`config.mk`:
```
export PLATFORM = sky130hd
export DESIGN_NAME = mvu_stream_reader
export DESIGN_NICKNAME = d
export VERILOG_FILES = /design/src/rtl/sntrup_pkg.sv /design/src/rtl/mvu_stream_reader_stream_out_reg.sv /design/src/rtl/mvu_stream_reader.sv
export SDC_FILE = /design/constraint.sdc
export NUM_CORES = 1
export LEC_CHECK = 0
export ABC_AREA = 1
export BUFFER_PORTS_ARGS = -buffer_cell sky130_fd_sc_hd__buf_2
export CELL_PAD_IN_SITES_DETAIL_PLACEMENT = 2
export CELL_PAD_IN_SITES_GLOBAL_PLACEMENT = 2
export CORE_MARGIN = 2
export CORE_UTILIZATION = 28
export CTS_CLUSTER_DIAMETER = 120
export CTS_CLUSTER_SIZE = 40
export DETAILED_ROUTE_END_ITERATION = 12
export PLACE_DENSITY = 0.85
export SYNTH_ARGS = -nofsm -noshare
export SYNTH_HDL_FRONTEND = slang
export SYNTH_HIERARCHICAL = 1
export SYNTH_SLANG_ARGS = --single-unit
```
`constraint.sdc`:
```
create_clock -name clk -period 1.8 [get_ports clk]
set_input_delay 0.45 -clock clk [delete_from_list [all_inputs] [get_ports clk]]
set_output_delay 0.45 -clock clk [all_outputs]
set_load 0.05 [all_outputs]
```
`src/rtl/sntrup_pkg.sv`:
```
// Shared constants and FSM state encoding for the SNTRUP757 coefficient readers.
package sntrup_pkg;

    localparam int unsigned P_SNTRUP = 757;
    localparam int unsigned IDX_W    = 11;
    localparam int unsigned DATA_W   = 26;

    typedef enum logic [1:0] {
        IDLE  = 2'd0,
        RUN   = 2'd1,
        DRAIN = 2'd2
    } state_e;

endpackage

```
`src/rtl/mvu_stream_reader_stream_out_reg.sv`:
```
// Valid/ready output register: a held beat is never overwritten until it is accepted.
module stream_out_reg #(
    parameter int unsigned IDX_W  = sntrup_pkg::IDX_W,
    parameter int unsigned DATA_W = sntrup_pkg::DATA_W
) (
    input  logic              clk,
    input  logic              rst_n,
    input  logic              load_i,
    input  logic              ready_i,
    input  logic [DATA_W-1:0] data_i,
    input  logic [IDX_W-1:0]  index_i,
    input  logic              last_i,
    output logic              valid_o,
    output logic [DATA_W-1:0] data_o,
    output logic [IDX_W-1:0]  index_o,
    output logic              last_o,
    output logic              ld_c_o
);

    logic              valid_q, valid_d;
    logic [DATA_W-1:0] data_q,  data_d;
    logic [IDX_W-1:0]  index_q, index_d;
    logic              last_q,  last_d;
    logic              ld_c;

    assign ld_c = !valid_q || ready_i;

    // Load a new beat when the slot is free or being emptied; otherwise retire an accepted beat.
    always_comb begin
        valid_d = valid_q;
        data_d  = data_q;
        index_d = index_q;
        last_d  = last_q;
        if (load_i && ld_c) begin
            valid_d = 1'b1;
            data_d  = data_i;
            index_d = index_i;
            last_d  = last_i;
        end else if (valid_q && ready_i) begin
            valid_d = 1'b0;
            last_d  = 1'b0;
        end
    end

    always_ff @(posedge clk or negedge rst_n) begin
        if (!rst_n) begin
            valid_q <= 1'b0;
            data_q  <= '0;
            index_q <= '0;
            last_q  <= 1'b0;
        end else begin
            valid_q <= valid_d;
            data_q  <= data_d;
            index_q <= index_d;
            last_q  <= last_d;
        end
    end

    assign valid_o = valid_q;
    assign data_o  = data_q;
    assign index_o = index_q;
    assign last_o  = last_q;
    assign ld_c_o  = ld_c;

endmodule

```
`src/rtl/mvu_stream_reader.sv`:
```
// Walks a combinational coefficient ROM over indices 0..P-1 and streams the
// registered coefficients out with valid/ready, last and a completion pulse.
module mvu_stream_reader #(
    parameter int unsigned P      = sntrup_pkg::P_SNTRUP,
    parameter int unsigned IDX_W  = sntrup_pkg::IDX_W,
    parameter int unsigned DATA_W = sntrup_pkg::DATA_W
) (
    input  logic              clk,
    input  logic              rst_n,
    input  logic              start,
    output logic [IDX_W-1:0]  rom_index,
    input  logic [DATA_W-1:0] rom_data,
    output logic              out_valid,
    input  logic              out_ready,
    output logic [DATA_W-1:0] out_data,
    output logic [IDX_W-1:0]  out_index,
    output logic              out_last,
    output logic              busy,
    output logic              done
);

    import sntrup_pkg::*;

    localparam logic [IDX_W-1:0] LAST_IDX = IDX_W'(P - 1);

    state_e           state_q, state_d;
    logic [IDX_W-1:0] idx_q,   idx_d;
    logic             done_q,  done_d;
    logic             busy_q;
    logic             load_c;
    logic             ld_c;

    // Next-state: the index only advances when the output slot takes the current coefficient.
    always_comb begin
        state_d = state_q;
        idx_d   = idx_q;
        done_d  = 1'b0;
        load_c  = 1'b0;
        case (state_q)
            IDLE: begin
                if (start) begin
                    idx_d   = '0;
                    state_d = RUN;
                end
            end
            RUN: begin
                load_c = 1'b1;
                if (ld_c) begin
                    if (idx_q == LAST_IDX) begin
                        state_d = DRAIN;
                    end else begin
                        idx_d = idx_q + IDX_W'(1);
                    end
                end
            end
            DRAIN: begin
                if (out_valid && out_ready) begin
                    done_d  = 1'b1;
                    idx_d   = '0;
                    state_d = IDLE;
                end
            end
            default: begin
                state_d = IDLE;
                idx_d   = '0;
            end
        endcase
    end

    always_ff @(posedge clk or negedge rst_n) begin
        if (!rst_n) begin
            state_q <= IDLE;
            idx_q   <= '0;
            done_q  <= 1'b0;
            busy_q  <= 1'b0;
        end else begin
            state_q <= state_d;
            idx_q   <= idx_d;
            done_q  <= done_d;
            busy_q  <= (state_d != IDLE);
        end
    end

    stream_out_reg #(
        .IDX_W  (IDX_W),
        .DATA_W (DATA_W)
    ) u_out (
        .clk     (clk),
        .rst_n   (rst_n),
        .load_i  (load_c),
        .ready_i (out_ready),
        .data_i  (rom_data),
        .index_i (idx_q),
        .last_i  (idx_q == LAST_IDX),
        .valid_o (out_valid),
        .data_o  (out_data),
        .index_o (out_index),
        .last_o  (out_last),
        .ld_c_o  (ld_c)
    );

    assign rom_index = idx_q;
    assign busy      = busy_q;
    assign done      = done_q;

endmodule

```
==> summary.md <==
• Static Leak: 0.00188 uW
• portion of the post-synthesis area used by sequential elements: 54.7%
• Hold/Removal Path Class: input port to async pin
• post-route ant nets: 0
• final weighted congestion of routability-driven global placement: 0.861
• Cell variety after synth: 20
• cell count after placement: 492
• total wire length: 8500 um
• highest net fanout along the worst path: 7
• result of the run: complete, no violations
• Final Hold Viols: 0
• beginning of the worst register-to-register path: rom_index[0]
• final standard cell utilization of the core: 37.6%
• CTS Hold Bufs: 0
• CTS Buf Count: 5
• adder-cell share of the synthesized area: 1.01%
• CTS Sinks: 54
• TritonCTS clock tree: done
• most used flip-flop cell after synthesis: dfrtp_1
• Die X-Extent: 97.9 um
• setup clock skew after layout: 0.00318 ns
• slew margin rel.: 75.0%
• clk_lat worst skew: 0.31 ns
• number of global-route vias before repair: 2710
• netlist area before placement: 2470 sq um
• share of cell area taken by muxes after synthesis: 0%
• largest net degree at the start of global routing: 55
• startpoint class of the critical path: flip-flop
• Critical-path top delay cell: dfrtp_1
• count of pins on the block boundary: 82
• area delta synth->final: 31.4%
• average via count per standard cell: 4.79
• total track usage: 18.2%
• Final min period: 1.74 ns
• Placement Rows: 34
• parity-gate share of the synthesized area counting xor and xnor cells: 0.709%
• post-layout net count: 429
• starting density of the core: 28.6%
• signal arrival time at the worst endpoint: 1.90 ns
• EDFF count, synth: 0
• Routed wire per std cell: 16.8 um
• Post-synth top cells: 118 x nand2_1, 57 x nand3_1, 54 x dfrtp_1, 20 x inv_1, 11 x o21ai_0
• number of slew-limit violations in the final report: 0
• layout cells sized above 1: 30.2%
• most used standard cell by instance count after synthesis: nand2_1
• largest voltage drop on the vdd net: 0.277 mV
• Clk Tree Root Cell: clkbuf_8
• critical path capture point type: flip-flop
• Yosys top cell area share: 54.7%
• count of non-filler cells in the finished layout: 506
• slew of the pin with the lowest slew margin: 0.372 ns
• Required @ worst endpoint: 1.97 ns
• combinational family with the most area after synthesis: simple AND/OR/NAND/NOR gates
• ranking of synthesized cells by area: dfrtp_1 55%, nand2_1 18%, nand3_1 12%
• critical-path cell list: inv_1 > ha_2 > nand2_1 > nor3_4 > nand4_1 > buf_4 > nand2_4 > buf_12 > o21ai_0
• Synth Area in Compound Gates: 2.63%
• Post-Synthesis Net Count: 334
• buffers added on ports: 81
• maximum operating frequency: 0.576 GHz
• height of the die: 97.9 um
• longest individual stage delay on the worst path: 0.41 ns
• number of antenna violations at the first check in global routing: 0
• total overflow reported by the global router: 0
• detailed placement HPWL: 5740 um
• critical path startpoint: rom_index[0]
• Post-Route Setup TNS: 0 ns
• count of antenna diodes in the layout: 0
• 1st-iter DRT viols: 47
• Max Root-Sink Buffers: 2
• number of levels in the clock H-tree: 2
• flop and latch count out of synthesis: 54
• simple logic cell fraction of the synthesized area: 33.8%
• detailed-router iteration count before antenna repair: 4
• Setup violations, final: 0
• Synth warnings: 6
• Async S/R FF share, synth: 100%
• gate count after technology mapping: 302
• unrepaired setup endpoints after global routing: yes
• post-detailed-route DRC marker count: 0
• period utilization: 96.4%
• number of vias in the routed layout: 2423
• floorplan die area: 9590 sq um
• average footprint of a synthesized cell: 8.18 sq um
• cell taking the most area after synthesis: dfrtp_1
• number of violations of the max-capacitance limit: 0
• area of the core region: 8640 sq um
• clock-pin slew on the worst setup and hold paths: 0.10 ns
• Crit Path Class: flip-flop to flip-flop
• first-pass GRT wire length: 14100 um
• power density normalized to cell area: 630 nW/um^2
[placed cells by master, fill, tap and decap left out, drive strengths merged]
| cell | synthesis | layout |
|---|---|---|
| a21oi | 2 | 2 |
| buf | 13 | 102 |
| clkbuf | 2 | 7 |
| clkinv | 0 | 1 |
| dfrtp | 54 | 54 |
| ha | 2 | 2 |
| inv | 20 | 20 |
| nand2 | 121 | 122 |
| nand3 | 57 | 57 |
| nand3b | 1 | 1 |
| nand4 | 3 | 3 |
| nor2 | 12 | 12 |
| nor3 | 1 | 1 |
| nor4 | 1 | 1 |
| o21ai | 11 | 11 |
| xor2 | 2 | 2 |
[registers in the layout, indices dropped and copies added (netlist names)]
signal         cells
u_out/last_o       1
u_out/valid_o      1
u_out/index_o     11
u_out/data_o      26
rom_index         11
state_q            2
busy               1
done               1
[area by class of cell]
type                    instances  area, sq um
fillers                      1031         5390
flip-flops and latches         54         1350
multi-input cells             214          977
repair buffers                102          601
well taps                     108          135
clock buffers                   7         96.3
inverters                      20         75.1
clock inverters                 1         8.76
[through the flow]
step | setup slack, ns | total power (uW) | cell area, sq um | hold slack, ns
floorplan | 0.0792 | 1240 | 2470 | 0.154
global placement | 0.178 | 1300 | 3060 | 0.450
detailed placement | -0.0645 | 1300 | 3060 | 0.459
CTS | 0.0405 | 2080 | 3220 | 0.135
global route | -0.0187 | 2130 | 3240 | 0.136
finish | 0.0642 | 2040 | 3240 | 0.122
[per-layer routing]
metal | up-vias | wire length (um) | track usage (%)
met5 | - | 0 | 0
met4 | 0 | 165 | 6.52
met3 | 14 | 251 | 2.72
met2 | 47 | 4310 | 31.6
met1 | 1207 | 3780 | 23.1
li1 | 1155 | - | -
[where the power goes]
| group | switching [uW] | internal, uW | leakage (uW) |
|---|---|---|---|
| sequential | 0 | 1210 | 0.000744 |
| clock | 415 | 354 | 0.0000544 |
| combinational | 36.5 | 26.9 | 0.00108 |
| total | 451 | 1590 | 0.00188 |
[path summary, 6_finish.rpt]
path / end / slack, ns / cells after the start
max in group asynchronous: u_out/data_o[18] / 1.42 / 2
min in group clk: u_out/data_o[7] / 0.37 / 3
min reg2reg: u_out/index_o[8] / 0.48 / 2
max: rom_index[0] / 0.06 / 9
min: rom_index[3] / 0.12 / 2
max reg2reg: rom_index[0] / 0.06 / 9
[worst max-delay path: cells and delay by family (launching register included)]
family	cells	cell delay (ns)
compound gates	1	0.11
fa+ha+maj	1	0.19
buf+inv	3	0.41
flops	1	0.41
simple gates	4	0.47
[repair_timing]
action / 4_1_cts / 5_1_grt
resized for setup: 2 / 5
buffers inserted: 4 / 1
pin swaps: 2 / 1
setup endpoints to repair: 11 / 13
cloned: 1 / 0
[logic make-up after synthesis]
group                    Yosys count
AO/OA/AOI/OAI                     13
buffers and inverters             35
adder cells (fa/ha/maj)            2
flip-flops                        54
AND/OR/NAND/NOR                  196
XOR/XNOR                           2
Power figures use the tool's default switching activity.
